`config.mk`:
```
export PLATFORM = sky130hd
export DESIGN_NAME = gba_cart_ctrl
export DESIGN_NICKNAME = d
export VERILOG_FILES = /design/src/rtl/gba_cart_ctrl.sv
export SDC_FILE = /design/constraint.sdc
export NUM_CORES = 1
export LEC_CHECK = 0
export ABC_AREA = 1
export ABC_CLOCK_PERIOD_IN_PS = 2650
export CAP_MARGIN = 5
export CORE_MARGIN = 5
export CORE_UTILIZATION = 53
export CTS_BUF_LIST = sky130_fd_sc_hd__clkbuf_16
export CTS_CLUSTER_SIZE = 28
export DETAILED_ROUTE_END_ITERATION = 8
export GPL_TIMING_DRIVEN = 0
export PLACE_DENSITY = 0.81
export REMOVE_ABC_BUFFERS = 1
export SETUP_SLACK_MARGIN = 0.1
export SYNTH_ARGS = -nofsm -noshare
export SYNTH_HDL_FRONTEND = slang
export SYNTH_SLANG_ARGS = --single-unit
```
`constraint.sdc`:
```
create_clock -name clk -period 2.65 [get_ports clk]
set_input_delay 0.3975 -clock clk [delete_from_list [all_inputs] [get_ports clk]]
set_output_delay 0.3975 -clock clk [all_outputs]
set_load 0.01 [all_outputs]
```
`src/rtl/gba_cart_ctrl.sv`:
```
// Game-pak bus sequencer: turns one-cycle CPU/DMA requests into
// WAITCNT-timed ROM halfword cycles or SRAM byte cycles on the cart pins.
module gba_cart_ctrl (
  input  logic        clk,
  input  logic        rst_b,
  input  logic        req,
  input  logic        write,
  input  logic [31:0] addr,
  input  logic [1:0]  size,
  input  logic [31:0] wdata,
  input  logic [15:0] waitcnt,
  output logic        pause,
  output logic [31:0] rdata,
  output logic [31:0] cart_addr,
  output logic        cart_rd,
  output logic        cart_wr,
  output logic [15:0] cart_do,
  input  logic [15:0] cart_di
);

  typedef enum logic [1:0] {
    IDLE,
    ACC1,
    ACC2,
    DONE
  } state_t;

  state_t      state_q;
  state_t      state_d;

  logic [31:0] a_q;
  logic [1:0]  sz_q;
  logic        wr_q;
  logic [31:0] wd_q;
  logic        sram_q;
  logic        two_q;
  logic [3:0]  cnt_q;
  logic [3:0]  s_q;
  logic [15:0] lo_q;
  logic [23:0] seq_addr;
  logic        seq_valid;

  logic        is_sram;
  logic        seq_hit;
  logic [3:0]  n_w;
  logic [3:0]  s_w;
  logic [15:0] do_lo;
  logic [31:0] fmt_lo;
  logic        unused_wc;

  assign unused_wc = ^waitcnt[15:11];

  function automatic logic [3:0] n_dec(input logic [1:0] f);
    case (f)
      2'd0:    n_dec = 4'd4;
      2'd1:    n_dec = 4'd3;
      2'd2:    n_dec = 4'd2;
      default: n_dec = 4'd8;
    endcase
  endfunction

  always_comb begin
    is_sram = (addr[26:25] == 2'b11);
    case (addr[26:25])
      2'b00: begin
        n_w = n_dec(waitcnt[3:2]);
        s_w = waitcnt[4] ? 4'd1 : 4'd2;
      end
      2'b01: begin
        n_w = n_dec(waitcnt[6:5]);
        s_w = waitcnt[7] ? 4'd1 : 4'd4;
      end
      2'b10: begin
        n_w = n_dec(waitcnt[9:8]);
        s_w = waitcnt[10] ? 4'd1 : 4'd8;
      end
      default: begin
        n_w = n_dec(waitcnt[1:0]);
        s_w = n_w;
      end
    endcase
    // a 128 KB page crossing always restarts with a full N cycle
    seq_hit = seq_valid && !is_sram
           && (addr[24:1] == seq_addr)
           && (addr[16:1] != 16'd0);
  end

  always_comb begin
    do_lo = 16'h0000;
    if (wr_q) begin
      if (sram_q)
        do_lo = {8'h00, wd_q[7:0]};
      else if (sz_q == 2'd0)
        do_lo = {2{wd_q[7:0]}};
      else
        do_lo = wd_q[15:0];
    end
    if (sram_q)
      fmt_lo = {4{cart_di[7:0]}};
    else if (sz_q == 2'd0)
      fmt_lo = {4{a_q[0] ? cart_di[15:8] : cart_di[7:0]}};
    else
      fmt_lo = {2{cart_di}};
  end

  always_ff @(posedge clk or negedge rst_b) begin
    if (!rst_b) state_q <= IDLE;
    else        state_q <= state_d;
  end

  always_comb begin
    state_d   = state_q;
    pause     = 1'b0;
    cart_rd   = 1'b0;
    cart_wr   = 1'b0;
    cart_addr = 32'h0;
    cart_do   = 16'h0;
    unique case (state_q)
      IDLE: begin
        pause = req;
        if (req) state_d = ACC1;
      end
      ACC1: begin
        pause     = 1'b1;
        cart_rd   = !wr_q;
        cart_wr   = wr_q;
        cart_addr = sram_q ? a_q : {a_q[31:1], 1'b0};
        cart_do   = do_lo;
        if (cnt_q == 4'd0) state_d = two_q ? ACC2 : DONE;
      end
      ACC2: begin
        pause     = 1'b1;
        cart_rd   = !wr_q;
        cart_wr   = wr_q;
        cart_addr = {a_q[31:1], 1'b0} + 32'd2;
        cart_do   = wr_q ? wd_q[31:16] : 16'h0;
        if (cnt_q == 4'd0) state_d = DONE;
      end
      DONE: state_d = IDLE;
    endcase
  end

  always_ff @(posedge clk or negedge rst_b) begin
    if (!rst_b) begin
      a_q       <= '0;
      sz_q      <= '0;
      wr_q      <= 1'b0;
      wd_q      <= '0;
      sram_q    <= 1'b0;
      two_q     <= 1'b0;
      cnt_q     <= '0;
      s_q       <= '0;
      lo_q      <= '0;
      seq_addr  <= '0;
      seq_valid <= 1'b0;
      rdata     <= '0;
    end else begin
      unique case (state_q)
        IDLE: begin
          if (req) begin
            a_q    <= addr;
            sz_q   <= size;
            wr_q   <= write;
            wd_q   <= wdata;
            sram_q <= is_sram;
            two_q  <= (size == 2'd2) && !is_sram;
            cnt_q  <= seq_hit ? s_w : n_w;
            s_q    <= s_w;
            if (is_sram) seq_valid <= 1'b0;
          end else begin
            seq_valid <= 1'b0;
          end
        end
        ACC1: begin
          if (cnt_q == 4'd0) begin
            lo_q <= cart_di;
            if (!sram_q) begin
              seq_addr  <= a_q[24:1] + 24'd1;
              seq_valid <= 1'b1;
            end
            if (two_q)     cnt_q <= s_q;
            else if (!wr_q) rdata <= fmt_lo;
          end else begin
            cnt_q <= cnt_q - 4'd1;
          end
        end
        ACC2: begin
          if (cnt_q == 4'd0) begin
            seq_addr  <= a_q[24:1] + 24'd2;
            seq_valid <= 1'b1;
            if (!wr_q) rdata <= {cart_di, lo_q};
          end else begin
            cnt_q <= cnt_q - 4'd1;
          end
        end
        DONE: ;
      endcase
    end
  end

endmodule

```
==> impl_results.md <==
* WP data required at 2250 ps
* Main area contributors after synthesis: dfrtp_1 (41%), nand2_1 (20%), o21ai_0 (6.3%)
* Yosys warning count at 0
* CP Capture Type: output port
* Number of global-route vias before repair at 10122
* CTS tree: yes
* Psw at 7.71 mW
* Dpl hpwl at 19600 µm
* Post-synth cell types at 43
* Failing checks: negative setup slack
* Async set-reset flop share out of synthesis at 100%
* Post-synth top area share at 40.6%
* Post-Route WL at 34300 µm
* Most frequent cell after synthesis: nand2_1
* Clock root buffer: clkbuf_16
* Critical Path AT at 2330 ps
* Final instance area at 13100 µm²
* Later-pin clock latency in the skew report at 440 ps
* DIE HEIGHT at 143 µm
* Drt via density at 5.86
* Die ar. at 20400 µm²
* DRT Pass-1 Iters at 7
* Drt initial violations at 1267
* Num CTS Buffers at 17
* H-tree levels at 4
* Number of port buffers at 179
* Grt met1 use at 40.8%
* Total Routing Usage GR at 31.9%
* Share of layout cells above drive strength 1 at 18.4%
* Vias post-DR at 10732
* Max-cap violation count at 0
* GRT busiest layer: met2
* Global-route met2 utilization at 50.9%
* Placed insts at 1702
* Worst hold margin at 485 ps
* Initial antenna violation count at 1
* Leak at 6.13 nW
* Site Rows at 48
* Pin slew with the least headroom to its limit at 842 ps
* Core Box Area at 17300 µm²
* Mapped Cells at 1358
* Register area share after synthesis at 40.6%
* Final Cycle Share at 103%
* Sink Count at 152
* Routed wire per std cell at 18.7 µm
* Synth Register Bits at 152
* Primary FF master, synth: dfrtp_1
* Pwr per Cell Area at 1220 nW/µm²
* Comb power frac at 56.6%
* Worst setup SP type: flop
* Register share of total power at 28.3%
* Synthesized area per cell at 6.90 µm²
* Top post-synthesis cells by count: nand2_1 (510), dfrtp_1 (152), inv_1 (121), o21ai_0 (118), nor2_1 (103)
* Largest area contributor in the netlist: dfrtp_1
* R2R setup slack at 30 ps
* Clock tree buffer depth at 2
* CTS clk-pin slew, worst paths at 70 ps
* Switching Fraction at 48.4%
* GR Overflow Total at 0
* Layout Cells excl Fill at 1832
* Worst VDD drop at 753 µV
* Final WS setup at -80.0 ps
* Endpoints failing hold at 0
* Post-synth EDFFs at 0
* Placement Cell Area at 11300 µm²
* Pin count of the biggest net entering global routing at 95
* Final Max Slew Viols at 0
* Post-route minimum period at 2730 ps
* Overall power at 15.9 mW
* Clock Power Share at 15.1%
* Die width at 143 µm
* Post-route DRC at 0
* IO Pins at 185
* Area delta synth->final at 39.8%
* Worst Clk Skew at 9.31 ps
* GR Util met3 at 8.34%
* RSZ-0062 raised after global routing: true
* Setup-failing EPs final at 6
* Achievable frequency at 366 MHz
* Run status: complete, but fails checks
* Final antenna-violating net count at 0
* Pint at 8.22 mW
* Layout Nets at 1715
* Worst rel slew slack at 43.8%
* First-pass GRT wire length at 51400 µm
* CP max FO at 4
* Starting Density at 54.2%
* Core Util, Final at 75.8%
* Worst Hold Class: reg2reg
* RD Place Congestion at 0.982
* Crit Path Class: reg2out
* Mapped cell area at 9370 µm²
placed cells by master, fill, tap and decap left out, types with 6 or more instances in the layout:
master           Yosys  layout
buf_6                0      18
buf_2               13      27
nor2_2               4       9
buf_12               0       6
dfrtp_1            152     133
nand2_1            510     493
inv_2                1       7
dlygate4sd2_1        0      10
xnor2_1             11       8
o21a_1               6       6
clkbuf_16            0      18
a31oi_1             36      36
nand2_2              1      14
clkbuf_2             1       9
inv_6                0       6
xor2_1              19      15
o21ai_0            118     113
nand4_1             13      13
nor3_1              10       6
nand3_1             54      50
dfrtp_2              0      19
inv_1              121     110
nor2_1             103      88
o21ai_1              4       9
o211ai_1            17      17
clkdlybuf4s50_1      0     127
ha_1                20      16
a21oi_1             58      40
a21oi_2              0      16
nor2_4               2      14
buf_4                6      68
metal layers:
| metal | wire (µm) | vias up |
|---|---|---|
| met5 | 0 | - |
| met4 | 1870 | 0 |
| li1 | - | 4847 |
| met3 | 4130 | 193 |
| met2 | 16000 | 704 |
| met1 | 12300 | 4988 |
flip-flops by register name (all words and copies together) (netlist names):
signal,flops
a_q,32
cnt_q,4
lo_q,16
rdata,32
s_q,4
seq_addr,24
seq_valid,1
sram_q,1
state_q,2
sz_q,2
two_q,1
wd_q,32
wr_q,1
layout make-up:
cell class / instances / area (µm²)
flip-flops and latches: 152 / 3830
well taps: 225 / 282
clock buffers: 17 / 425
multi-input cells: 1019 / 5290
inverters: 123 / 503
clock inverters: 15 / 150
fillers: 1249 / 4190
repair buffers: 277 / 2600
repair inverters: 3 / 28.8
diodes: 1 / 2.50
worst max-delay path, cell delays in order, from the launching register on:
cell and delay [ps]:
dfrtp_1 440, buf_4 140, nand2_1 150, nor2_2 150, nand2_2 100, nor2_4 190, buf_6 130, xnor2_2 70
or2_1 240, a21oi_2 130, buf_2 150
power by group through the flow:
stage,clock (mW),combinational (mW),sequential (mW)
after detailed placement,0,6.97,4.45
final,2.40,9.01,4.51
after global placement,0,6.69,4.40
after global routing,2.52,9.72,4.62
after CTS,2.40,8.29,4.44
after floorplan,0,4.23,4.28
final timing paths:
kind	end	from	cells past startpoint
setup / recovery	cart_addr[15]	a_q[11]	10
hold / removal	wd_q[16]	wd_q[16]	2
setup reg to reg	seq_addr[14]	state_q[1]	9
hold reg to reg	wd_q[16]	wd_q[16]	2
max in group asynchronous	rdata[30]	rst_b	3
min in group asynchronous	a_q[24]	rst_b	2
metrics by stage:
step	setup WS [ps]	setup TNS (ps)
floorplan	-1300	-101700
global route	-142	-1180
detailed placement	-1510	-65520
global placement	-5210	-1201970
CTS	39.0	0
finish	-80.0	-185
cells by family (layout without fill, tap and decap cells):
group	after synthesis	after routing	share of synthesized area, %
AOI/OAI and AO/OA	255	255	15.4
adders and majority gates	20	20	2.67
and+or+nand+nor	711	714	30.5
buffers and inverters	190	435	8.04
xor gates and xnor gates	30	30	2.80
DFF	152	152	40.6
other	0	1	0
timing repair:
action	4_1_cts	5_1_grt
hold buffers	1	0
hold endpoints to repair	58	0
buffers inserted	69	21
cloned	6	2
endpoints found under the setup margin	112	58
resized for setup	216	98
pin swaps	22	29
No activity file was read; power rests on OpenSTA's default activity.
